**src/rtl/data_memory_storer.sv**
```systemverilog
// data_memory_storer: store path into a word-wide synchronous data memory
// without byte enables. Word stores issue a single write; byte and half
// stores read the target word, merge the new lane(s) and write it back.
//
// Optional build macro: MISALIGN_TRAP_EN
//   defined   - misaligned half/word requests raise a one-cycle fault_out
//               pulse instead of touching memory
//   undefined - misaligned requests are silently force-aligned
//
// state | meaning
// IDLE  | ready for a new request
// READ  | read strobe issued for the target word (sub-word stores)
// WAIT  | counting down READ_LATENCY; last cycle captures and merges
// WRITE | merged or full word written, done pulse
// FAULT | misaligned request rejected (MISALIGN_TRAP_EN only)

module data_memory_storer #(
  parameter int ADDR_WIDTH   = 32,
  parameter int READ_LATENCY = 1
) (
  input  logic                  clock_in,
  input  logic                  reset_in,
  input  logic                  req_valid_in,
  output logic                  req_ready_out,
  input  logic [ADDR_WIDTH-1:0] addr_in,
  input  logic [31:0]           data_in,
  input  logic [1:0]            size_in,
  output logic [ADDR_WIDTH-3:0] mem_addr_out,
  output logic                  mem_read_out,
  input  logic [31:0]           mem_rdata_in,
  output logic                  mem_write_out,
  output logic [31:0]           mem_wdata_out,
  output logic                  done_out
`ifdef MISALIGN_TRAP_EN
  ,
  output logic                  fault_out
`endif
);

  typedef enum logic [2:0] {
    IDLE  = 3'd0,
    READ  = 3'd1,
    WAIT  = 3'd2,
    WRITE = 3'd3
`ifdef MISALIGN_TRAP_EN
    ,
    FAULT = 3'd4
`endif
  } state_t;

  // Counter is wide enough for the largest supported latency (4).
  localparam logic [2:0] LAT_LOAD = 3'(READ_LATENCY);

  state_t                state_q, state_d;
  logic [ADDR_WIDTH-3:0] waddr_q, waddr_d;
  logic [1:0]            lane_q, lane_d;
  logic [15:0]           data_q, data_d;
  logic                  half_q, half_d;
  logic [31:0]           wdata_q, wdata_d;
  logic [2:0]            cnt_q, cnt_d;
  logic [31:0]           merged;

`ifdef MISALIGN_TRAP_EN
  logic misaligned;
  // Half needs addr[0]=0; word (and size 10, which behaves as word) needs addr[1:0]=0.
  assign misaligned = ((size_in == 2'b01) && addr_in[0]) ||
                      (size_in[1] && (addr_in[1:0] != 2'b00));
`endif

  // Merge the captured store lane(s) into the word returned by memory.
  always_comb begin
    merged = mem_rdata_in;
    if (half_q) begin
      // addr[0] is ignored for halves, so only addr[1] picks the half.
      if (lane_q[1]) merged[31:16] = data_q;
      else           merged[15:0]  = data_q;
    end else begin
      merged[{lane_q, 3'b000} +: 8] = data_q[7:0];
    end
  end

  // Next-state and datapath register updates.
  always_comb begin
    state_d = state_q;
    waddr_d = waddr_q;
    lane_d  = lane_q;
    data_d  = data_q;
    half_d  = half_q;
    wdata_d = wdata_q;
    cnt_d   = cnt_q;
    case (state_q)
      IDLE: begin
        if (req_valid_in) begin
`ifdef MISALIGN_TRAP_EN
          if (misaligned) begin
            state_d = FAULT;
          end else
`endif
          begin
            waddr_d = addr_in[ADDR_WIDTH-1:2];
            lane_d  = addr_in[1:0];
            data_d  = data_in[15:0];
            half_d  = (size_in == 2'b01);
            if (size_in[1]) begin
              wdata_d = data_in;
              state_d = WRITE;
            end else begin
              state_d = READ;
            end
          end
        end
      end
      READ: begin
        cnt_d   = LAT_LOAD;
        state_d = WAIT;
      end
      WAIT: begin
        if (cnt_q == 3'd1) begin
          wdata_d = merged;
          state_d = WRITE;
        end else begin
          cnt_d = cnt_q - 3'd1;
        end
      end
      WRITE: state_d = IDLE;
`ifdef MISALIGN_TRAP_EN
      FAULT: state_d = IDLE;
`endif
      default: state_d = IDLE;
    endcase
  end

  // State and datapath registers with synchronous reset; reset drops any partial request.
  always_ff @(posedge clock_in) begin
    if (reset_in) begin
      state_q <= IDLE;
      waddr_q <= '0;
      lane_q  <= '0;
      data_q  <= '0;
      half_q  <= 1'b0;
      wdata_q <= '0;
      cnt_q   <= '0;
    end else begin
      state_q <= state_d;
      waddr_q <= waddr_d;
      lane_q  <= lane_d;
      data_q  <= data_d;
      half_q  <= half_d;
      wdata_q <= wdata_d;
      cnt_q   <= cnt_d;
    end
  end

  assign req_ready_out = (state_q == IDLE);
  assign mem_read_out  = (state_q == READ);
  assign mem_write_out = (state_q == WRITE);
  assign done_out      = (state_q == WRITE);
  assign mem_addr_out  = waddr_q;
  assign mem_wdata_out = wdata_q;
`ifdef MISALIGN_TRAP_EN
  assign fault_out     = (state_q == FAULT);
`endif

endmodule

```
**config.mk**
```make
export PLATFORM = sky130hd
export DESIGN_NAME = data_memory_storer
export DESIGN_NICKNAME = d
export VERILOG_FILES = /design/src/rtl/data_memory_storer.sv
export SDC_FILE = /design/constraint.sdc
export NUM_CORES = 1
export LEC_CHECK = 0
export CELL_PAD_IN_SITES_DETAIL_PLACEMENT = 0
export CELL_PAD_IN_SITES_GLOBAL_PLACEMENT = 1
export CORE_UTILIZATION = 34
export DETAILED_ROUTE_END_ITERATION = 16
export PLACE_DENSITY = 0.95
export SETUP_SLACK_MARGIN = 0.05
export SYNTH_ARGS = -nofsm -noshare
export SYNTH_HDL_FRONTEND = slang
export SYNTH_SLANG_ARGS = --single-unit
```
**constraint.sdc**
```tcl
create_clock -name clock_in -period 4 [get_ports clock_in]
set_input_delay 0.8 -clock clock_in [delete_from_list [all_inputs] [get_ports clock_in]]
set_output_delay 0.8 -clock clock_in [all_outputs]
set_load 0.1 [all_outputs]
```
== Word level (Yosys, flattened, before mapping) ==
Cells that the tools add are included.
Cells by class
  add/sub/neg operators: 2
  eq/ne operators: 9
  multiplexer cells: 14
  shift operators: 2
  reductions and logical operators: 7
Operator list (count)
  32-bit 2-to-1 mux: 4
  32-bit case mux with 2 select lines: 1
  32-bit bitwise mux: 1
  16-bit 2-to-1 mux: 2
  8-bit by 7-bit variable shift with 32-bit output (first input constant): 1
  8-bit by 7-bit variable part select with 32-bit output: 1
  3-bit 2-to-1 mux: 3
  3-bit case mux with 3 select lines: 1
  5-bit negation with 7-bit output: 1
  3-bit by 1-bit equality test with 1-bit output (second input constant): 2
  3-bit by 2-bit equality test with 1-bit output (second input constant): 2
  2-bit inequality test (second input constant): 3
  3-bit case mux with 2 select lines: 1
  2-bit AND reduction: 3
  4-bit AND reduction: 1
  2-bit nonzero test: 2
  3-bit logical NOT: 1
  3-bit by 1-bit subtractor with 3-bit output (second input constant): 1
  2-bit by 1-bit equality test with 1-bit output (second input constant): 1
  2-bit 2-to-1 mux: 1
  2-bit by 1-bit inequality test with 1-bit output (second input constant): 1
Word-level totals
  bits of input ports: 101
  bits in registers: 87
  output and inout port bits: 66

== Longest topological paths before layout ==
Gate-level depths: netlist of the first run.
  depth in word-level cells: 6
  mapped depth: 9
  mapped depth without buffers: 6

== Least setup slack after synthesis of the first run ==
Ideal clock, no wire load.
  kind: register -> register
  from: reg state_q[0]
  to: reg wdata_q[10], in the netlist mem_wdata_out[10]
  period minus slack after synthesis: 2.462 ns
  buffers on the path: 1
  path slack: 1.538 ns
  arrival: 2.343 ns
  stages on the path, launching flop included: 8
  cells stage by stage: dfxtp_1 > inv_1 > ha_1 > nor2_1 > a211oi_4 > nor2_2 > buf_2 > a32o_1
Between the ends
  word-level cells in the longest chain between the ends: 3
  elaborated cells between the ends (all ways): 8
  classes of those cells: eq/ne (4); mux (1); reduce/logical (3)
Ends and longest elaborated chain
  from (decl): line 54  | state_t state_q, state_d;
  from (signal assigned): line 144  | state_q <= state_d;
  3-bit logical NOT (*)
  via req_ready_out: line 24  | output logic req_ready_out,
  2-bit by 1-bit inequality test with 1-bit output (no source line) (tied with other cells)
  4-bit AND reduction (no source line)
  to (signal assigned): line 149  | wdata_q <= wdata_d;
  to (decl): line 59  | logic [31:0] wdata_q, wdata_d;
The timed path passes the listed nets; every way through them passes the cells marked *.
A chain may end at the register's enable or synchronous reset.

== Worst setup path in the final report of the first run ==
  from: reg state_q[0]
  to: out req_ready_out
Between the ends
  word-level cells in the longest chain between the ends: 1
Ends and longest elaborated chain
  3-bit logical NOT: line 154  | assign req_ready_out = (state_q == IDLE);
  to (decl): line 24
No other way between the ends.

==> out/qor.csv, run 1 <==
stage,metric,value,unit
cts,clk buf depth,2,
setup_path,CP startpoint,state_q[0],
setup_path,CP Capture Point,req_ready_out,
drt,final antenna-violating net count,0,
setup_path,Slowest cell on crit path,clkdlybuf4s50_1,
global_routing,total gr overflow,0,
timing,post-layout min period,3.05,ns
final_layout,fraction of layout instances using a drive strength above 1,4.79,%
drt,DR iter-0 viols,257,
cts,clock sinks,86,
final_layout,net count reported at finish,775,
timing,slack of the critical path,0.946,ns
drt,vias per cell,5.31,
status,status,finished clean,
synth,Syn Area/Cell,8.21,sq um
synth,"Seq/Total Area, Yosys",40.2,%
pwr,P_leak,2.21,nW
global_routing,GR Util met2,36.7,%
global_routing,grt met3 use,6.62,%
setup_path,Setup CP Type,reg2out,
cts,Post-CTS Repair Setup Buffers,0,
synth,Synth Net Count,634,
place,GP Congestion,0.836,
setup_path,Reg2Reg Setup Slack,1.20,ns
cts,clock slew at reported path FFs,0.07,ns
synth,synthesized instance count,522,
die,Die Ht,114,um
timing,FMAX,327,MHz
timing,Hold Fails Final Rpt,0,
cts,worst-skew pair later-pin latency,0.34,ns
cts,root buf cell,clkbuf_16,
global_routing,met1 usage,25.1,%
die,Initial Utilization,35.2,%
timing,Max Slew Vio Count,0,
timing,relative slew slack,17.0,%
synth,ys async rst share,0,%
final_layout,fillers,1127,
setup_path,crit-path cells,inv_1 > ha_1 > clkdlybuf4s50_1,
timing,Max Clock Skew,0.00788,ns
cts,Inserted Clock Buffers,9,
pwr,Pwr Total,5.27,mW
timing,accumulated negative setup slack,0,ns
setup_path,FF-to-FF End,mem_wdata_out[4],
final_layout,Syn-to-layout area delta,47.2,%
final_layout,Finished Core Util,51.9,%
drt,DR vias,4440,
synth,leading register cell type out of synthesis,dfxtp_1,
timing,Tcrit/Tclk final,76.4,%
setup_path,Crit path largest cell delay,1.20,ns
setup_path,WP data required,3.20,ns
drt,final WL,14100,um
final_layout,Inserted Diodes,0,
synth,mapped cell area,4290,sq um
die,CORE AREA,12200,sq um
global_routing,global-route wire length before repair,22100,um
pwr,VDD IR max,478,uV
global_routing,number of global-route vias before repair,4456,
global_routing,initial antenna violation count,0,
synth,#FFs+latches synth,86,
drt,WL/cell,16.8,um
timing,final setup vio count,0,
synth,commonest cells in the synthesized netlist,"nand2_1 (103), a21oi_1 (100), dfxtp_1 (86)",
synth,Cell variety after synth,35,
setup_path,"Max FO, Critical Path",7,
cts,cts hold-fix bufs,0,
final_layout,multi-input logic area,2340,sq um
setup_path,Worst EP arrival,2.25,ns
place,Setup WS pre-CTS,1.09,ns
timing,Worst Tran Pin Value,1.24,ns
cts,post-cts gate resize count,0,
pwr,Cell Pwr Density,835,nW/um^2
global_routing,Top Usage Layer GRT,met2,
setup_path,FF-to-FF Start,state_q[0],
drt,TritonRoute pass-1 iters,5,
cts,TritonCTS clock tree,done,
die,row count,40,
place,IO buf count,166,
worst_hold_path,worst hold path class,reg2reg,
setup_path,Reg2Reg Depth,6,
global_routing,largest net degree at the start of global routing,59,
die,die width,114,um
synth,cell taking the most area after synthesis,dfxtp_1,
synth,largest cells by area after synthesis,"dfxtp_1 (40%), a21oi_1 (12%), nand2_1 (9.0%)",
synth,proportion of netlist area held by the largest area contributor,40.2,%
synth,Post-synth EDFFs,0,
setup_path,CP Launch Type,flop,
die,DIE AREA,13100,sq um
place,final HPWL from detailed placement,9870,um
setup_path,crit end category,output port,
drt,final routed DRC violation total,0,
final_layout,Reg area,1720,sq um
cts,CTS HTree Levels,3,
synth,most common cell in the synthesized netlist,nand2_1,
place,placement-stage cell area,6000,sq um
final_layout,design area,6310,sq um
die,IO Pins,167,
run,max-cap violations,0,
timing,RSZ-0062 raised after global routing,false,
global_routing,gr usage total,21.4,%
synth,Synth warnings,0,
## layout make-up
| cell class | count | area share (%) |
|---|---|---|
| multi-input combinational | 386 | 37.1 |
| inverter | 10 | 0.595 |
| sequential | 86 | 27.3 |
| tap | 168 | 3.33 |
| clock inverter | 6 | 1.11 |
| timing repair buffer | 170 | 26.7 |
| clock buffer | 10 | 3.79 |
## cells in the final DEF, fill, tap and decap left out, types with 2 or more instances in the layout
cell type	count
nand2b_1	11
ha_1	10
nor4bb_1	2
nor2_1	39
nand3b_1	2
dfxtp_1	85
mux2i_1	36
clkdlybuf4s50_1	165
buf_4	4
a21oi_1	100
o21ai_0	18
clkinvlp_4	2
clkbuf_16	9
a311oi_1	4
a32o_1	28
inv_1	8
nand2_1	102
nand3_1	4
a221o_1	14
## cells by family (layout without fill, tap and decap cells)
group | Yosys count | count (layout) | synth area share, %
simple gates | 172 | 172 | 17.7
mux | 36 | 36 | 8.41
flops | 86 | 86 | 40.2
fa+ha+maj | 11 | 11 | 3.21
compound gates | 167 | 167 | 25.2
buf+inv | 50 | 196 | 5.31
## power by group
group	switching [mW]	internal [mW]	total, mW
sequential	0.200	1.11	1.31
combinational	2.27	0.815	3.08
clock	0.369	0.506	0.875
## critical path: cells and delay by family (launching register included)
| family | cells | cell delay (ns) |
|---|---|---|
| adders and majority gates | 1 | 0.28 |
| buffers and inverters | 2 | 1.30 |
| DFF | 1 | 0.34 |
## worst min path at each step
stage	start	to	slack (ns)	cells past startpoint
finish	mem_addr_out[29]	mem_addr_out[29]	0.45	2
global route	mem_addr_out[21]	mem_addr_out[21]	0.47	2
CTS	mem_addr_out[29]	mem_addr_out[29]	0.46	2
detailed placement	mem_addr_out[29]	mem_addr_out[29]	0.45	2
global placement	mem_addr_out[12]	mem_addr_out[12]	0.44	2
floorplan	cnt_q[1]	cnt_q[1]	0.44	2
## sequential cells by signal (all words and copies together), names as in the netlist
signal	count
mem_wdata_out	32
cnt_q	3
data_q	16
lane_q	2
mem_addr_out	30
state_q	2
half_q	1
## routing by layer
layer | up-vias | wire length [um]
met3 | 26 | 1400
li1 | 2142 | -
met5 | - | 0
met1 | 2059 | 5760
met2 | 213 | 6610
met4 | 0 | 280
## through the flow
step,hold WS [ns],std cells
5_1_grt,0.473,836
4_1_cts,0.455,836
3_3_place_gp,0.442,820
3_5_place_dp,0.448,820
2_1_floorplan,0.436,522
6_report,0.455,836
Power figures use the tool's default switching activity.
==> run 2: changes to the inputs <==
CORE_UTILIZATION = 28   (was 34)
PLACE_DENSITY = 0.85   (was 0.95)
clock period = 2.45 ns   (was 4 ns; I/O delays follow)
==> out/qor.csv, run 2 (synthesis results as in run 1) <==
stage,metric,value,unit,change
cts,TritonCTS clock tree,done,,unchanged
final_layout,"most common cell after layout, fill and taps aside",nand2_1,,was clkdlybuf4s50_1
drt,TritonRoute pass-1 iters,5,,unchanged
timing,relative slew slack,41.9,%,was 17.0%
global_routing,total gr overflow,0,,unchanged
drt,routed wl met2,6730,um,was 6610 um
setup_path,Worst EP arrival,2.47,ns,was 2.25 ns
final_layout,fraction of layout instances using a drive strength above 1,15.9,%,was 4.79%
run,max-cap violations,0,,unchanged
place,GP Congestion,0.795,,was 0.836
timing,Worst Tran Pin Value,0.869,ns,was 1.24 ns
die,CORE AREA,14800,sq um,was 12200 sq um
final_layout,Syn-to-layout area delta,45.7,%,was 47.2%
timing,accumulated negative setup slack,0,ns,unchanged
drt,final routed DRC violation total,0,,unchanged
timing,Max Slew Vio Count,0,,unchanged
timing,Max Clock Skew,0.00732,ns,was 0.00788 ns
cts,Post-CTS Repair Setup Buffers,0,,unchanged
global_routing,largest net degree at the start of global routing,59,,unchanged
final_layout,max FFs per register,32,,unchanged
pwr,Cell Pwr Density,1360,nW/um^2,was 835 nW/um^2
global_routing,number of global-route vias before repair,4294,,was 4456
setup_path,crit-path cells,inv_1 > ha_1 > inv_2 > nor4b_2 > a221o_1 > a32o_1,,was inv_1 > ha_1 > clkdlybuf4s50_1
cts,Inserted Clock Buffers,9,,unchanged
final_layout,most frequent cells in the layout,"nand2_1 (102), a21oi_1 (100), clkdlybuf4s50_1 (99)",,"was clkdlybuf4s50_1 (165), nand2_1 (102), a21oi_1 (100)"
cts,root buf cell,clkbuf_16,,unchanged
timing,post-layout min period,2.19,ns,
place,dpl cells,846,,was 820
place,IO buf count,166,,unchanged
die,die width,126,um,was 114 um
pwr,VDD IR max,694,uV,was 478 uV
timing,RSZ-0062 raised after global routing,false,,unchanged
timing,FMAX,457,MHz,
setup_path,Setup CP Type,reg2reg,,was reg2out
cts,clock slew at reported path FFs,0.07,ns,about the same
setup_path,Crit path largest cell delay,0.78,ns,was 1.20 ns
drt,final antenna-violating net count,0,,unchanged
final_layout,net count reported at finish,785,,was 775
drt,DR vias,4437,,was 4440
cts,worst-skew pair later-pin latency,0.34,ns,about the same
pwr,P_leak,2.37,nW,was 2.21 nW
drt,WL/cell,16.7,um,was 16.8 um
timing,Tcrit/Tclk final,89.4,%,
status,status,finished clean,,unchanged
setup_path,crit end category,flop,,was output port
drt,vias per cell,5.15,,was 5.31
final_layout,post-route insts no fill,862,,was 836
cts,clock sinks,86,,unchanged
setup_path,Slowest cell on crit path,nor4b_2,,was clkdlybuf4s50_1
drt,DR WL met3,1350,um,was 1400 um
global_routing,gr usage total,18.3,%,was 21.4%
cts,clk buf depth,2,,unchanged
setup_path,CP Launch Type,flop,,unchanged
worst_hold_path,worst hold path class,reg2reg,,unchanged
setup_path,Critical path buffers and inverters,2,,unchanged
drt,DR iter-0 viols,256,,was 257
drt,met1 wire length,6230,um,was 5760 um
drt,final WL,14400,um,was 14100 um
die,DIE AREA,15800,sq um,was 13100 sq um
die,Initial Utilization,29.1,%,was 35.2%
setup_path,"Max FO, Critical Path",10,,was 7
global_routing,initial antenna violation count,0,,unchanged
global_routing,global-route wire length before repair,22900,um,was 22100 um
place,final HPWL from detailed placement,10500,um,was 9870 um
setup_path,Crit path max-delay family,simple AND/OR/NAND/NOR gates,,was buffers and inverters
setup_path,WP data required,2.73,ns,was 3.20 ns
timing,final setup vio count,0,,unchanged
die,Die Ht,126,um,was 114 um
cts,CTS HTree Levels,3,,unchanged
die,row count,44,,was 40
timing,Hold Fails Final Rpt,0,,unchanged
drt,Highest Signal Layer,met4,,unchanged
die,IO Pins,167,,unchanged
final_layout,Inserted Diodes,0,,unchanged
[run 2: final timing paths]
check                endpoint        startpoint  slack [ns]  cells after the start
min          mem_addr_out[28]  mem_addr_out[28]        0.46                      2
min reg2reg  mem_addr_out[28]  mem_addr_out[28]        0.46                      2
max          mem_wdata_out[2]         lane_q[1]        0.26                      6
max reg2reg  mem_wdata_out[2]         lane_q[1]        0.26                      6
[run 2: metal layers]
| layer | track usage [%] | vias up |
|---|---|---|
| met1 | 22.8 | 2052 |
| met4 | 5.03 | 0 |
| met2 | 30.2 | 211 |
| met3 | 6.16 | 8 |
| met5 | 0 | - |
| li1 | - | 2166 |
[run 2: final cells by class]
type | count | area [sq um]
fill | 1498 | 8510
multi-input combinational | 386 | 2350
sequential | 86 | 1720
timing repair buffer | 180 | 1620
tap | 184 | 230
clock buffer | 10 | 229
clock inverter | 6 | 53.8
inverter | 10 | 37.5
[run 2: what timing repair did]
item / 4_1_cts / 5_1_grt
hold buffers: 0 / 0
endpoints found under the setup margin: 0 / 28
gates resized for setup: 0 / 1
[run 2: where the power goes]
| group | internal, mW | leakage, nW | switching [mW] |
|---|---|---|---|
| combinational | 1.29 | 1.53 | 3.74 |
| clock | 0.706 | 0.136 | 0.608 |
| sequential | 1.82 | 0.706 | 0.312 |
| total | 3.81 | 2.37 | 4.66 |
[run 2: metrics by stage]
stage	cell area (sq um)	total power [mW]	utilization [%]	setup WS (ns)	hold slack, ns
detailed placement	5960	7.18	40.4	-0.0144	0.450
CTS	6240	8.52	42.3	0.172	0.460
global placement	5960	7.09	40.4	0.0359	0.444
finish	6250	8.47	42.3	0.261	0.458
global route	6250	8.87	42.3	0.134	0.475
floorplan	4290	5.98	-	0.322	0.436
[run 2: tightest hold or removal path, delay by kind of cell, from the launching register on]
kind | cells | cell delay, ns
DFF | 1 | 0.31
AOI/OAI and AO/OA | 1 | 0.05
and+or+nand+nor | 1 | 0.05
